<file path="config.mk">
export PLATFORM = sky130hd
export DESIGN_NAME = sisc_fetch
export DESIGN_NICKNAME = d
export VERILOG_FILES = /design/src/rtl/sisc_pkg.sv /design/src/rtl/sisc_pc_next.sv /design/src/rtl/sisc_fetch.sv
export SDC_FILE = /design/constraint.sdc
export NUM_CORES = 1
export LEC_CHECK = 0
export ABC_AREA = 1
export CAP_MARGIN = 10
export CORE_MARGIN = 10
export CORE_UTILIZATION = 30
export CTS_CLUSTER_DIAMETER = 40
export DETAILED_ROUTE_END_ITERATION = 16
export PLACE_DENSITY = 0.7
export SETUP_SLACK_MARGIN = 0.4
export SYNTH_ARGS = -nofsm -noshare
export SYNTH_HDL_FRONTEND = slang
export SYNTH_SLANG_ARGS = --single-unit
</file>
<file path="constraint.sdc">
create_clock -name clk -period 2 [get_ports clk]
set_clock_uncertainty 0.15 [all_clocks]
set_input_delay 0.4 -clock clk [delete_from_list [all_inputs] [get_ports clk]]
set_output_delay 0.4 -clock clk [all_outputs]
set_load 0.05 [all_outputs]
</file>
<file path="src/rtl/sisc_pkg.sv">
// Shared SISC definitions: opcodes, instruction field layout, addressing mode
// and the fetch-stage state encoding.
package sisc_pkg;

    localparam int unsigned PC_W_DEF = 16;
    localparam int unsigned IR_W_DEF = 32;

    localparam logic [3:0] NOOP   = 4'h0;
    localparam logic [3:0] ALU_OP = 4'h1;
    localparam logic [3:0] BRA    = 4'h4;
    localparam logic [3:0] BRR    = 4'h5;
    localparam logic [3:0] BNE    = 4'h6;
    localparam logic [3:0] BNR    = 4'h7;
    localparam logic [3:0] LOD    = 4'h8;
    localparam logic [3:0] STR    = 4'h9;
    localparam logic [3:0] SWP    = 4'ha;
    localparam logic [3:0] HLT    = 4'hf;

    // mm value selecting immediate addressing
    localparam logic [3:0] AM_IMM = 4'h8;

    localparam int unsigned FIELD_W    = 4;
    localparam int unsigned IMM_W      = 16;
    localparam int unsigned OPCODE_LSB = 28;
    localparam int unsigned MM_LSB     = 24;
    localparam int unsigned RD_LSB     = 20;
    localparam int unsigned RS_LSB     = 16;
    localparam int unsigned RT_LSB     = 12;
    localparam int unsigned IMM_LSB    = 0;

    typedef enum logic [1:0] {
        StIdle  = 2'd0,
        StWait  = 2'd1,
        StDrain = 2'd2
    } fetch_state_e;

endpackage

</file>
<file path="src/rtl/sisc_pc_next.sv">
// Next-PC selection: sequential, absolute or PC-relative target, all modulo 2^PC_W.
module sisc_pc_next
    import sisc_pkg::*;
#(
    parameter int unsigned PC_W = PC_W_DEF
) (
    input  logic [PC_W-1:0]  pc,
    input  logic [IMM_W-1:0] imm,
    input  logic             pc_sel,
    input  logic             br_sel,
    output logic [PC_W-1:0]  pc_next
);

    logic [PC_W-1:0] imm_ext;

    // imm is unsigned; wrap-around of the add yields backward branches
    assign imm_ext = PC_W'(imm);

    always_comb begin
        pc_next = pc + PC_W'(1);
        if (pc_sel) begin
            pc_next = br_sel ? imm_ext : (pc + imm_ext);
        end
    end

endmodule

</file>
<file path="src/rtl/sisc_fetch.sv">
// SISC instruction-fetch stage: PC, instruction register and a req/ack fetch
// FSM that can drain a request cancelled by pc_rst.
module sisc_fetch
    import sisc_pkg::*;
#(
    parameter int unsigned     PC_W     = PC_W_DEF,
    parameter int unsigned     IR_W     = IR_W_DEF,
    parameter logic [PC_W-1:0] RESET_PC = '0
) (
    input  logic                clk,
    input  logic                rst_f,
    input  logic                pc_rst,
    input  logic                pc_write,
    input  logic                pc_sel,
    input  logic                br_sel,
    input  logic                ir_load,
    output logic [PC_W-1:0]     im_addr,
    output logic                im_req,
    input  logic                im_ack,
    input  logic [IR_W-1:0]     im_rdata,
    output logic                fetch_stall,
    output logic [IR_W-1:0]     ir,
    output logic [FIELD_W-1:0]  opcode,
    output logic [FIELD_W-1:0]  mm,
    output logic [FIELD_W-1:0]  rd,
    output logic [FIELD_W-1:0]  rs,
    output logic [FIELD_W-1:0]  rt,
    output logic [IMM_W-1:0]    imm,
    output logic [PC_W-1:0]     pc
);

    fetch_state_e    state_q, state_d;
    logic [PC_W-1:0] pc_q, pc_d, pc_target;
    logic [PC_W-1:0] im_addr_q, im_addr_d;
    logic            im_req_q, im_req_d;
    logic [IR_W-1:0] ir_q, ir_d;

    sisc_pc_next #(
        .PC_W (PC_W)
    ) u_pc_next (
        .pc      (pc_q),
        .imm     (ir_q[IMM_LSB +: IMM_W]),
        .pc_sel  (pc_sel),
        .br_sel  (br_sel),
        .pc_next (pc_target)
    );

    always_comb begin
        pc_d = pc_q;
        if (pc_rst) begin
            pc_d = RESET_PC;
        end else if (pc_write) begin
            pc_d = pc_target;
        end
    end

    always_comb begin
        state_d   = state_q;
        im_addr_d = im_addr_q;
        im_req_d  = im_req_q;
        ir_d      = ir_q;
        unique case (state_q)
            StIdle: begin
                if (ir_load) begin
                    im_addr_d = pc_q;
                    im_req_d  = 1'b1;
                    state_d   = StWait;
                end
            end
            StWait: begin
                if (im_ack) begin
                    // a PC clear in the ack cycle cancels the instruction as well
                    ir_d     = pc_rst ? '0 : im_rdata;
                    im_req_d = 1'b0;
                    state_d  = StIdle;
                end else if (pc_rst) begin
                    state_d = StDrain;
                end
            end
            StDrain: begin
                if (im_ack) begin
                    ir_d     = '0;
                    im_req_d = 1'b0;
                    state_d  = StIdle;
                end
            end
            default: state_d = StIdle;
        endcase
    end

    always_ff @(posedge clk or negedge rst_f) begin
        if (!rst_f) begin
            state_q   <= StIdle;
            pc_q      <= RESET_PC;
            im_addr_q <= '0;
            im_req_q  <= 1'b0;
            ir_q      <= '0;
        end else begin
            state_q   <= state_d;
            pc_q      <= pc_d;
            im_addr_q <= im_addr_d;
            im_req_q  <= im_req_d;
            ir_q      <= ir_d;
        end
    end

    assign fetch_stall = (state_q != StIdle);
    assign im_addr     = im_addr_q;
    assign im_req      = im_req_q;
    assign pc          = pc_q;
    assign ir          = ir_q;
    assign opcode      = ir_q[OPCODE_LSB +: FIELD_W];
    assign mm          = ir_q[MM_LSB +: FIELD_W];
    assign rd          = ir_q[RD_LSB +: FIELD_W];
    assign rs          = ir_q[RS_LSB +: FIELD_W];
    assign rt          = ir_q[RT_LSB +: FIELD_W];
    assign imm         = ir_q[IMM_LSB +: IMM_W];

endmodule

</file>
== Word level (Yosys, flattened, before mapping) ==
Cells that the tools add are included.

* Register bits after elaboration: 67
* Input port bits: 40
* Output and inout bits: 102

* $add $sub $neg: 2
* Eq/ne operators: 7
* Muxes and demuxes: 16
* Reductions and logical operators: 10

{| class="wikitable"
|+ Operators with widths
! kind !! number
|-
| $mux 32 || 3
|-
| $mux 16 || 4
|-
| $pmux 32 s2 || 1
|-
| $add 16x1->16 const B || 1
|-
| $add 16x16->16 || 1
|-
| $reduce_and 3->1 || 3
|-
| $mux 2 || 4
|-
| $reduce_bool 2->1 || 4
|-
| $ne 2x2->1 const B || 3
|-
| $pmux 2 s3 || 1
|-
| $ne 3x3->1 const B || 1
|-
| $eq 2x1->1 const B || 1
|-
| $eq 2x2->1 const B || 1
|-
| $logic_not 2->1 || 1
|-
| $mux 1 || 2
|-
| $ne 2x1->1 const B || 1
|-
| $pmux 1 s2 || 1
|-
| $reduce_and 2->1 || 1
|-
| $reduce_or 2->1 || 1
|}

== Longest topological paths before layout ==
Gate-level depths: netlist of run 1.

* Word-level depth: 5
* Gate-level depth with buffers: 13
* Gate-level depth less buffers: 13

== Hierarchy ==
Synthesis of run 1 repeated with hierarchy kept, for this count alone.

* Cells, all modules: 638
* Area, all modules: 4,566.9 sq um

{| class="wikitable"
|+ By module, submodules not included
! module !! times used !! cells each !! area each (sq um) !! sequential area each (sq um)
|-
| sisc_fetch || 1 || 326 || 3,022.9 || 1,676.6
|-
| sisc_pc_next || 1 || 312 || 1,544.0 || 0.0
|}

== Least setup slack after synthesis of run 1 ==
Ideal clock, no wire load.

* Path kind: register to register
* From: register pc_q[0], in the netlist pc[0]
* To: register pc_q[12], in the netlist pc[12]
* Arrival: 2,002 ps
* Path slack: -270 ps
* Cell stages (with the launch flop): 14
* Period minus slack after synthesis: 2,270 ps
* Path through: dfrtp_1 > ha_1 > inv_1 > fa_1 > inv_1 > nand3_1 > nand3_1 > nand3_1 > nand3_1 > nand2_1 > nand3_1 > nand2_1 > nand2_1 > nand2_1

* Longest elaborated chain between the ends: 5

{| class="wikitable"
|+ RTL lines
! item !! line !! RTL
|-
| from (decl) || sisc_fetch.sv:33 || <nowiki>logic [PC_W-1:0] pc_q, pc_d, pc_target;</nowiki>
|-
| from (signal assigned) || sisc_fetch.sv:100 || <nowiki>pc_q <= pc_d;</nowiki>
|-
| $add 16x16->16 || sisc_pc_next.sv:22 || <nowiki>pc_next = br_sel ? imm_ext : (pc + imm_ext);</nowiki>
|-
| $mux 16 || sisc_pc_next.sv:22 ||
|-
| $mux 16 * || sisc_pc_next.sv:21 || <nowiki>if (pc_sel) begin</nowiki>
|-
| $mux 16 * || sisc_fetch.sv:52 || <nowiki>end else if (pc_write) begin</nowiki>
|-
| $mux 16 * || sisc_fetch.sv:50 || <nowiki>if (pc_rst) begin</nowiki>
|}

Mark *: on every way between the ends. The rest lies on a longest branch, timed or not. The select of a mux whose other input is x is not followed.
A chain may end at the register's enable or synchronous reset.

== Worst setup path after layout of run 1 ==
* From: register ir_q[0], in the netlist ir[0]
* To: register pc_q[8], in the netlist pc[8]

* Longest elaborated chain between the ends: 5

{| class="wikitable"
|+ RTL lines
! item !! line !! RTL
|-
| from (decl) || sisc_fetch.sv:36 || <nowiki>logic [IR_W-1:0] ir_q, ir_d;</nowiki>
|-
| from (signal assigned) || sisc_fetch.sv:103 || <nowiki>ir_q <= ir_d;</nowiki>
|-
| $add 16x16->16 || sisc_pc_next.sv:22 ||
|-
| $mux 16 || sisc_pc_next.sv:22 ||
|-
| $mux 16 || sisc_pc_next.sv:21 ||
|-
| $mux 16 || sisc_fetch.sv:52 ||
|-
| $mux 16 || sisc_fetch.sv:50 ||
|}

No other way between the ends. The select of a mux whose other input is x is not followed.

==> impl_metrics.sql, run 1 <==
INSERT INTO impl_metrics (metric_group, metric, value, unit) VALUES
('drt', 'antenna_violating_nets_post_route', '0', ''),
('global_route', 'grt_max_degree', '68', ''),
('synthesis', 'post_syn_area_per_cell', '7.068', 'sq um'),
('global_route', 'globalRouteTotalUtil', '0.1451', ''),
('drt', 'drt_via_density', '4.768', ''),
('clocking', 'worst_setup_hold_path_clk_slew', '0.05', 'ns'),
('placed_design', 'gpl_congestion', '0.8580', ''),
('synthesis', 'mappedNetlistNets', '698', ''),
('global_route', 'initial_antenna_violation_count', '1', ''),
('placed_design', 'placed_cells', '935', ''),
('drt', 'detailedRoute.firstIterationViolations', '271', ''),
('synthesis', 'synth_enable_flop_cells', '0', ''),
('pwr', 'total_power', '14.22', 'mW'),
('status', 'failing_checks', 'negative setup slack', ''),
('pwr', 'switching_power', '7.354', 'mW'),
('pwr', 'swShare', '0.5171', ''),
('synthesis', 'synth_top_flop_cell', 'sky130_fd_sc_hd__dfrtp_1', ''),
('timing', 'final.setup.tns', '-0.03711', 'ns'),
('global_route', 'grt_pass1_vias', '4626', ''),
('placed_design', 'pre_cts_setup_slack', '-0.4009', 'ns'),
('pwr', 'peakVddDrop', '1.466', 'mV'),
('layout', 'area_growth', '74.83', '%'),
('clocking', 'numCtsBuffers', '9', ''),
('timing', 'achievable-frequency', '0.4909', 'GHz'),
('floorplan', 'fp.dieArea', '20330', 'sq um'),
('layout', 'layout_utilization', '0.5384', ''),
('timing', 'setup_repair_after_global_routing_missed_its_margin', 'yes', ''),
('synthesis', 'distinct_cell_type_count_after_synthesis', '34', ''),
('drt', 'drc_violation_count_after_routing', '0', ''),
('floorplan', 'dieHeight', '142.6', 'um'),
('synthesis', 'synth-seq-area-share', '0.3718', ''),
('global_route', 'wire_length_of_the_first_global_routing_pass', '23720', 'um'),
('timing', 'timing.final.max_slew_violations', '0', ''),
('timing', 'holdWs', '0.3306', 'ns'),
('clocking', 'cts.path.max_buffers', '2', ''),
('pwr', 'share_seq_of_total_power', '0.180', ''),
('synthesis', 'synth.largest_area_cell', 'sky130_fd_sc_hd__dfrtp_1', ''),
('synthesis', 'postSynth.asyncResetShare', '1.000', ''),
('synthesis', 'ys_top_cells_by_area', 'sky130_fd_sc_hd__dfrtp_1 37%, sky130_fd_sc_hd__nand2_1 13%, sky130_fd_sc_hd__inv_1 8.8%, sky130_fd_sc_hd__nand3_1 8.0%, sky130_fd_sc_hd__o21ai_0 7.4%', ''),
('drt', 'post_route_wl', '17390', 'um'),
('drt', 'drt_pre_antenna_iters', '5', ''),
('synthesis', 'post-synth-top-area-fraction', '0.3718', ''),
('layout', 'final_area', '7884', 'sq um'),
('flow_run', 'cap_viol_max_count', '0', ''),
('floorplan', 'die_width', '142.6', 'um'),
('placed_design', 'place.port_buffers', '141', ''),
('setup_path', 'crit_path_max_fanout', '3', ''),
('layout', 'multiInputGateArea', '2771', 'sq um'),
('pwr', 'power_leakage', '3.737', 'nW'),
('timing', 'setup_viol', '1', ''),
('clocking', 'tritoncts', 'built', ''),
('synthesis', 'post_synth_instance_area', '4509', 'sq um'),
('floorplan', 'fp.coreArea', '14640', 'sq um'),
('drt', 'route.met3.wl', '1353', 'um'),
('hold_path', 'worstHoldPathType', 'reg -> reg', ''),
('timing', 'tightestPinTransition', '0.3644', 'ns'),
('timing', 'worst_setup_slack_after_layout', '-0.03711', 'ns'),
('layout', 'ff_latch_area', '1715', 'sq um'),
('drt', 'detailroute.via_count', '4844', ''),
('pwr', 'internal_power', '6.867', 'mW'),
('layout', 'fillCellCount', '1307', ''),
('clocking', 'clk-insertion-delay-late', '0.33', 'ns'),
('layout', 'layout_cells_sized_above_1', '0.4597', ''),
('setup_path', 'critical_path_arrival', '2.10', 'ns'),
('floorplan', 'ioPinCount', '142', ''),
('status', 'outcome', 'finished with violations', ''),
('placed_design', 'dp_hpwl', '10900', 'um'),
('pwr', 'p_comb_frac', '0.711', ''),
('layout', 'final_cell_count_no_fill', '1016', ''),
('drt', 'maxUsedRoutingLayer', 'met4', ''),
('setup_path', 'timing.critical_path.from_type', 'register', '');
==> layer usage <==
layer	vias to the layer above	global-route usage
met1	2257	0.1849
met5	-	0
met4	0	0.03366
li1	2379	-
met3	15	0.05407
met2	193	0.2281
==> flip-flops by register name, summed over array words and instances, names as in the netlist <==
signal,flops
ir,32
state_q,2
pc,16
im_addr,16
im_req,1
==> repair_timing <==
item,in CTS,in global routing
gates cloned,0,10
resized for setup,85,187
endpoints found under the hold margin,67,0
setup buffers,32,21
setup endpoints to repair,41,106
pin swaps,31,34
hold buffers,1,0
==> Yosys cell counts (2+ instances only) <==
library cell	number
sky130_fd_sc_hd__nor2_2	3
sky130_fd_sc_hd__or2_0	2
sky130_fd_sc_hd__inv_1	106
sky130_fd_sc_hd__ha_1	19
sky130_fd_sc_hd__xnor2_1	2
sky130_fd_sc_hd__xor2_1	3
sky130_fd_sc_hd__o21ai_0	67
sky130_fd_sc_hd__nand3b_1	2
sky130_fd_sc_hd__clkbuf_1	12
sky130_fd_sc_hd__nor3_1	3
sky130_fd_sc_hd__inv_2	4
sky130_fd_sc_hd__nor2_4	2
sky130_fd_sc_hd__nand3_2	2
sky130_fd_sc_hd__dfrtp_1	67
sky130_fd_sc_hd__nand2_2	5
sky130_fd_sc_hd__or2_2	2
sky130_fd_sc_hd__buf_4	36
sky130_fd_sc_hd__o21ai_1	3
sky130_fd_sc_hd__buf_2	6
sky130_fd_sc_hd__a21oi_1	31
sky130_fd_sc_hd__nor2_1	21
sky130_fd_sc_hd__o22ai_1	3
sky130_fd_sc_hd__nand4_1	5
sky130_fd_sc_hd__nand2_1	151
sky130_fd_sc_hd__nand3_1	72
==> layout make-up <==
cell class,instances,share of cell area
multi-input combinational,406,0.3515
timing repair buffer,230,0.3085
sequential,67,0.2176
inverter,111,0.05475
clock buffer,15,0.03650
tap,184,0.02920
timing repair inverter,1,0.0009522
clock inverter,1,0.0006348
antenna,1,0.0003174
==> kinds of logic after synthesis <==
group	Yosys count	share of synthesized area
AND/OR/NAND/NOR	273	0.2691
flip-flops	67	0.3718
AO/OA/AOI/OAI	108	0.1232
XOR/XNOR	5	0.009713
buffers and inverters	165	0.1690
adder cells (fa/ha/maj)	20	0.05716
==> placed cells by master (no fill, tap or decap), drive strengths merged, types with 19 or more instances in the layout <==
cell type | synthesis | layout
buf | 42 | 186
nand2 | 156 | 156
inv | 110 | 108
nand3 | 74 | 74
o21ai | 71 | 71
dfrtp | 67 | 67
clkdlybuf4s50 | 0 | 37
a21oi | 32 | 32
nor2 | 26 | 26
clkbuf | 12 | 20
ha | 19 | 19
==> worst paths after layout <==
kind	from	cells after the start	endpoint	slack, ns
setup / recovery	ir[0]	13	pc[8]	-0.04
min in group asynchronous	rst_f	3	ir[22]	0.46
setup reg to reg	ir[0]	13	pc[8]	-0.04
max in group asynchronous	rst_f	3	pc[13]	0.92
hold reg to reg	im_addr[12]	2	im_addr[12]	0.33
hold / removal	im_addr[12]	2	im_addr[12]	0.33
==> power groups by stage <==
stage | combinational, mW | clock [mW] | sequential (mW)
CTS | 8.62 | 1.57 | 2.54
global route | 10.7 | 1.61 | 2.63
global placement | 7.58 | 0 | 2.64
detailed placement | 7.65 | 0 | 2.64
finish | 10.1 | 1.54 | 2.56
floorplan | 3.74 | 0 | 4.40
==> critical path, cell delays in order (launching register included) <==
cell and delay [ns]:
sky130_fd_sc_hd__dfrtp_2 0.39, sky130_fd_sc_hd__ha_4 0.14, sky130_fd_sc_hd__inv_2 0.04, sky130_fd_sc_hd__fa_2 0.41, sky130_fd_sc_hd__inv_2 0.11, sky130_fd_sc_hd__nand3_4 0.10, sky130_fd_sc_hd__nand3_4 0.10, sky130_fd_sc_hd__nand2_2 0.07
sky130_fd_sc_hd__nand3_2 0.06, sky130_fd_sc_hd__nand2_1 0.07, sky130_fd_sc_hd__nand3_2 0.07, sky130_fd_sc_hd__nand2_2 0.08, sky130_fd_sc_hd__nand2_2 0.07, sky130_fd_sc_hd__o21ai_2 0.04
Power figures use the tool's default switching activity.
==> run 2: changes to the inputs <==
--- a/config.mk
+++ b/config.mk
@@ -13,6 +13,7 @@
 export DETAILED_ROUTE_END_ITERATION = 16
 export PLACE_DENSITY = 0.7
 export SETUP_SLACK_MARGIN = 0.4
+export SLEW_MARGIN = 5
 export SYNTH_ARGS = -nofsm -noshare
 export SYNTH_HDL_FRONTEND = slang
 export SYNTH_SLANG_ARGS = --single-unit
==> results of run 2 <==
Final layout, timing and power as in run 1 (identical DEF).
==> run 3: changes to the inputs <==
--- a/config.mk
+++ b/config.mk
@@ -7,11 +7,11 @@
 export LEC_CHECK = 0
 export ABC_AREA = 1
 export CAP_MARGIN = 10
-export CORE_MARGIN = 10
-export CORE_UTILIZATION = 30
+export CORE_MARGIN = 2
+export CORE_UTILIZATION = 43
 export CTS_CLUSTER_DIAMETER = 40
 export DETAILED_ROUTE_END_ITERATION = 16
-export PLACE_DENSITY = 0.7
+export PLACE_DENSITY = 0.9
 export SETUP_SLACK_MARGIN = 0.4
 export SLEW_MARGIN = 5
 export SYNTH_ARGS = -nofsm -noshare
==> impl_metrics.sql, run 3 (synthesis gave the netlist of run 1 again) <==
INSERT INTO impl_metrics (metric_group, metric, value, unit) VALUES
('pwr', 'peakVddDrop', '1.627', 'mV'),
('timing', 'setup_viol', '3', ''),
('setup_path', 'r2r-start', 'ir[0]', ''),
('floorplan', 'ioPinCount', '142', ''),
('clocking', 'worst_setup_hold_path_clk_slew', '0.08', 'ns'),
('placed_design', 'postPlaceCellArea', '6015', 'sq um'),
('layout', 'layout_utilization', '0.7963', ''),
('timing', 'worst_setup_slack_after_layout', '-0.05760', 'ns'),
('setup_path', 'reg2reg_slack', '-0.06', 'ns'),
('layout', 'most_used_cells_in_the_layout_excluding_fill_and_tap_cells', '110 x sky130_fd_sc_hd__nand2_1, 91 x sky130_fd_sc_hd__inv_1, 91 x sky130_fd_sc_hd__buf_4, 46 x sky130_fd_sc_hd__buf_6, 44 x sky130_fd_sc_hd__buf_8', ''),
('layout', 'final_area', '8147', 'sq um'),
('layout', 'largest_register_ff_count', '32', ''),
('drt', 'drt_pre_antenna_iters', '5', ''),
('setup_path', 'cp-startpoint', 'ir[0]', ''),
('layout', 'antenna_cells', '0', ''),
('setup_path', 'path_cells', 'ha_4 -> inv_2 -> fa_2 -> buf_4 -> xor2_1 -> o21ai_1 -> nand3_1 -> o21ai_0', ''),
('layout', 'final_cell_count_no_fill', '978', ''),
('drt', 'wire_per_inst', '22.76', 'um'),
('setup_path', 'crit_path_top_delay_cell', 'sky130_fd_sc_hd__dfrtp_2', ''),
('timing', 'finalWorstPathRequiredPeriod', '2.058', 'ns'),
('setup_path', 'worst_path_largest_cell_delay', '0.40', 'ns'),
('flow_run', 'cap_viol_max_count', '0', ''),
('setup_path', 'rr_worst_depth', '8', ''),
('layout', 'ff_latch_area', '1717', 'sq um'),
('status', 'failing_checks', 'negative setup slack', ''),
('placed_design', 'placed_cells', '886', ''),
('timing', 'final-hold-violation-count', '0', ''),
('pwr', 'total_power', '14.94', 'mW'),
('global_route', 'globalRouteTotalUtil', '0.3272', ''),
('setup_path', 'crit_path_max_fanout', '2', ''),
('drt', 'post_route_wl', '22260', 'um'),
('floorplan', 'initial_utilization', '0.4407', ''),
('floorplan', 'num_rows', '37', ''),
('placed_design', 'place.port_buffers', '141', ''),
('timing', 'achievable-frequency', '0.4860', 'GHz'),
('setup_path', 'critical_path.endpoint_type', 'register', ''),
('hold_path', 'worstHoldPathType', 'reg -> reg', ''),
('layout', 'multiInputGateArea', '2919', 'sq um'),
('clocking', 'numCtsBuffers', '9', ''),
('global_route', 'initial_antenna_violation_count', '0', ''),
('placed_design', 'dp_hpwl', '9939', 'um'),
('clocking', 'clock-sinks', '67', ''),
('drt', 'drc_violation_count_after_routing', '0', ''),
('global_route', 'grt_pass1_vias', '5625', ''),
('timing', 'timing.final.max_slew_violations', '0', ''),
('timing', 'setup_repair_after_global_routing_missed_its_margin', 'yes', ''),
('clocking', 'h_tree_depth_reported_by_cts', '3', ''),
('global_route', 'globalRouteOverflowTotal', '0', ''),
('pwr', 'power_density', '1834', 'nW/um^2'),
('layout', 'layout_commonest_cell', 'sky130_fd_sc_hd__nand2_1', ''),
('floorplan', 'die_width', '106.4', 'um'),
('setup_path', 'worstReg2RegEnd', 'pc[2]', ''),
('timing', 'tightestPinTransition', '0.4126', 'ns'),
('timing', 'slew-limit-headroom', '0.7250', ''),
('layout', 'layout_cells_sized_above_1', '0.4917', ''),
('setup_path', 'critical_path_arrival', '2.14', 'ns'),
('floorplan', 'fp.coreArea', '10230', 'sq um'),
('layout', 'area_growth', '80.66', '%'),
('global_route', 'grt_max_degree', '68', ''),
('setup_path', 'required', '2.08', 'ns'),
('floorplan', 'dieHeight', '106.4', 'um'),
('floorplan', 'fp.dieArea', '11320', 'sq um'),
('layout', 'design.final.nets', '897', ''),
('clocking', 'cts.path.max_buffers', '2', ''),
('layout', 'fillCellCount', '562', ''),
('drt', 'antenna_violating_nets_post_route', '0', ''),
('setup_path', 'timing.setup.critical_path_class', 'reg -> reg', ''),
('placed_design', 'gpl_congestion', '0.9760', ''),
('global_route', 'wire_length_of_the_first_global_routing_pass', '28310', 'um'),
('placed_design', 'pre_cts_setup_slack', '0.01021', 'ns'),
('status', 'outcome', 'finished with violations', ''),
('hold_path', 'hold_crit_depth', '2', ''),
('hold_path', 'hold-path-endpoint', 'im_addr[0]', ''),
('clocking', 'tritoncts', 'built', ''),
('drt', 'detailedRoute.firstIterationViolations', '540', ''),
('clocking', 'clk-insertion-delay-late', '0.38', 'ns'),
('drt', 'detailroute.via_count', '5785', ''),
('clocking', 'cts_root_buffer', 'sky130_fd_sc_hd__clkbuf_8', ''),
('pwr', 'power_leakage', '3.859', 'nW'),
('timing', 'layout_worst_path_cycle_share', '1.029', ''),
('drt', 'drt_via_density', '5.915', ''),
('hold_path', 'worst_hold_start', 'im_addr[0]', ''),
('setup_path', 'timing.critical_path.from_type', 'register', '');
==> run 3: metal layers <==
metal | GRT usage | vias up | share of wire
met1 | 0.3601 | 2726 | 0.32
met3 | 0.07235 | 155 | 0.11
li1 | - | 2398 | -
met4 | 0.1889 | 0 | 0.073
met2 | 0.5774 | 506 | 0.50
met5 | 0 | - | 0
==> run 3: cell type report <==
type,count,area share
clock inverter,7,0.006297
inverter,111,0.05283
sequential,67,0.2107
multi-input combinational,406,0.3583
tap,136,0.02089
timing repair buffer,242,0.3357
clock buffer,9,0.01521
==> run 3: worst max path at each step <==
stage	end	cells past startpoint
floorplan	pc[12]	13
global placement	pc[12]	13
detailed placement	pc[8]	13
CTS	pc[8]	13
global route	pc[12]	13
finish	pc[2]	8
==> run 3: power by group <==
group	switching (mW)	internal (mW)
combinational	6.79	4.41
clock	0.669	0.457
sequential	0.671	1.95
==> run 3: repair_timing <==
action / 4_1_cts / 5_1_grt
hold buffers: 1 / 0
endpoints found under the setup margin: 80 / 109
pin swaps: 36 / 41
setup buffers: 52 / 14
resized for setup: 180 / 156
cloned: 7 / 2
hold endpoints to repair: 67 / 0
==> run 3: metrics by stage <==
stage	TNS (ns)	hold WS [ns]
floorplan	0	-0.04559
global placement	0	0.2924
detailed placement	0	0.2986
CTS	0	0.3467
global route	-0.3992	0.3755
finish	-0.1076	0.3464
==> run 3: critical path: cells and delay by family (launching register included) <==
kind / cells / cell delay, ns
fa+ha+maj: 2 / 0.51
simple gates: 1 / 0.13
buf+inv: 2 / 0.20
compound gates: 2 / 0.28
flops: 1 / 0.40
xor+xnor: 1 / 0.27
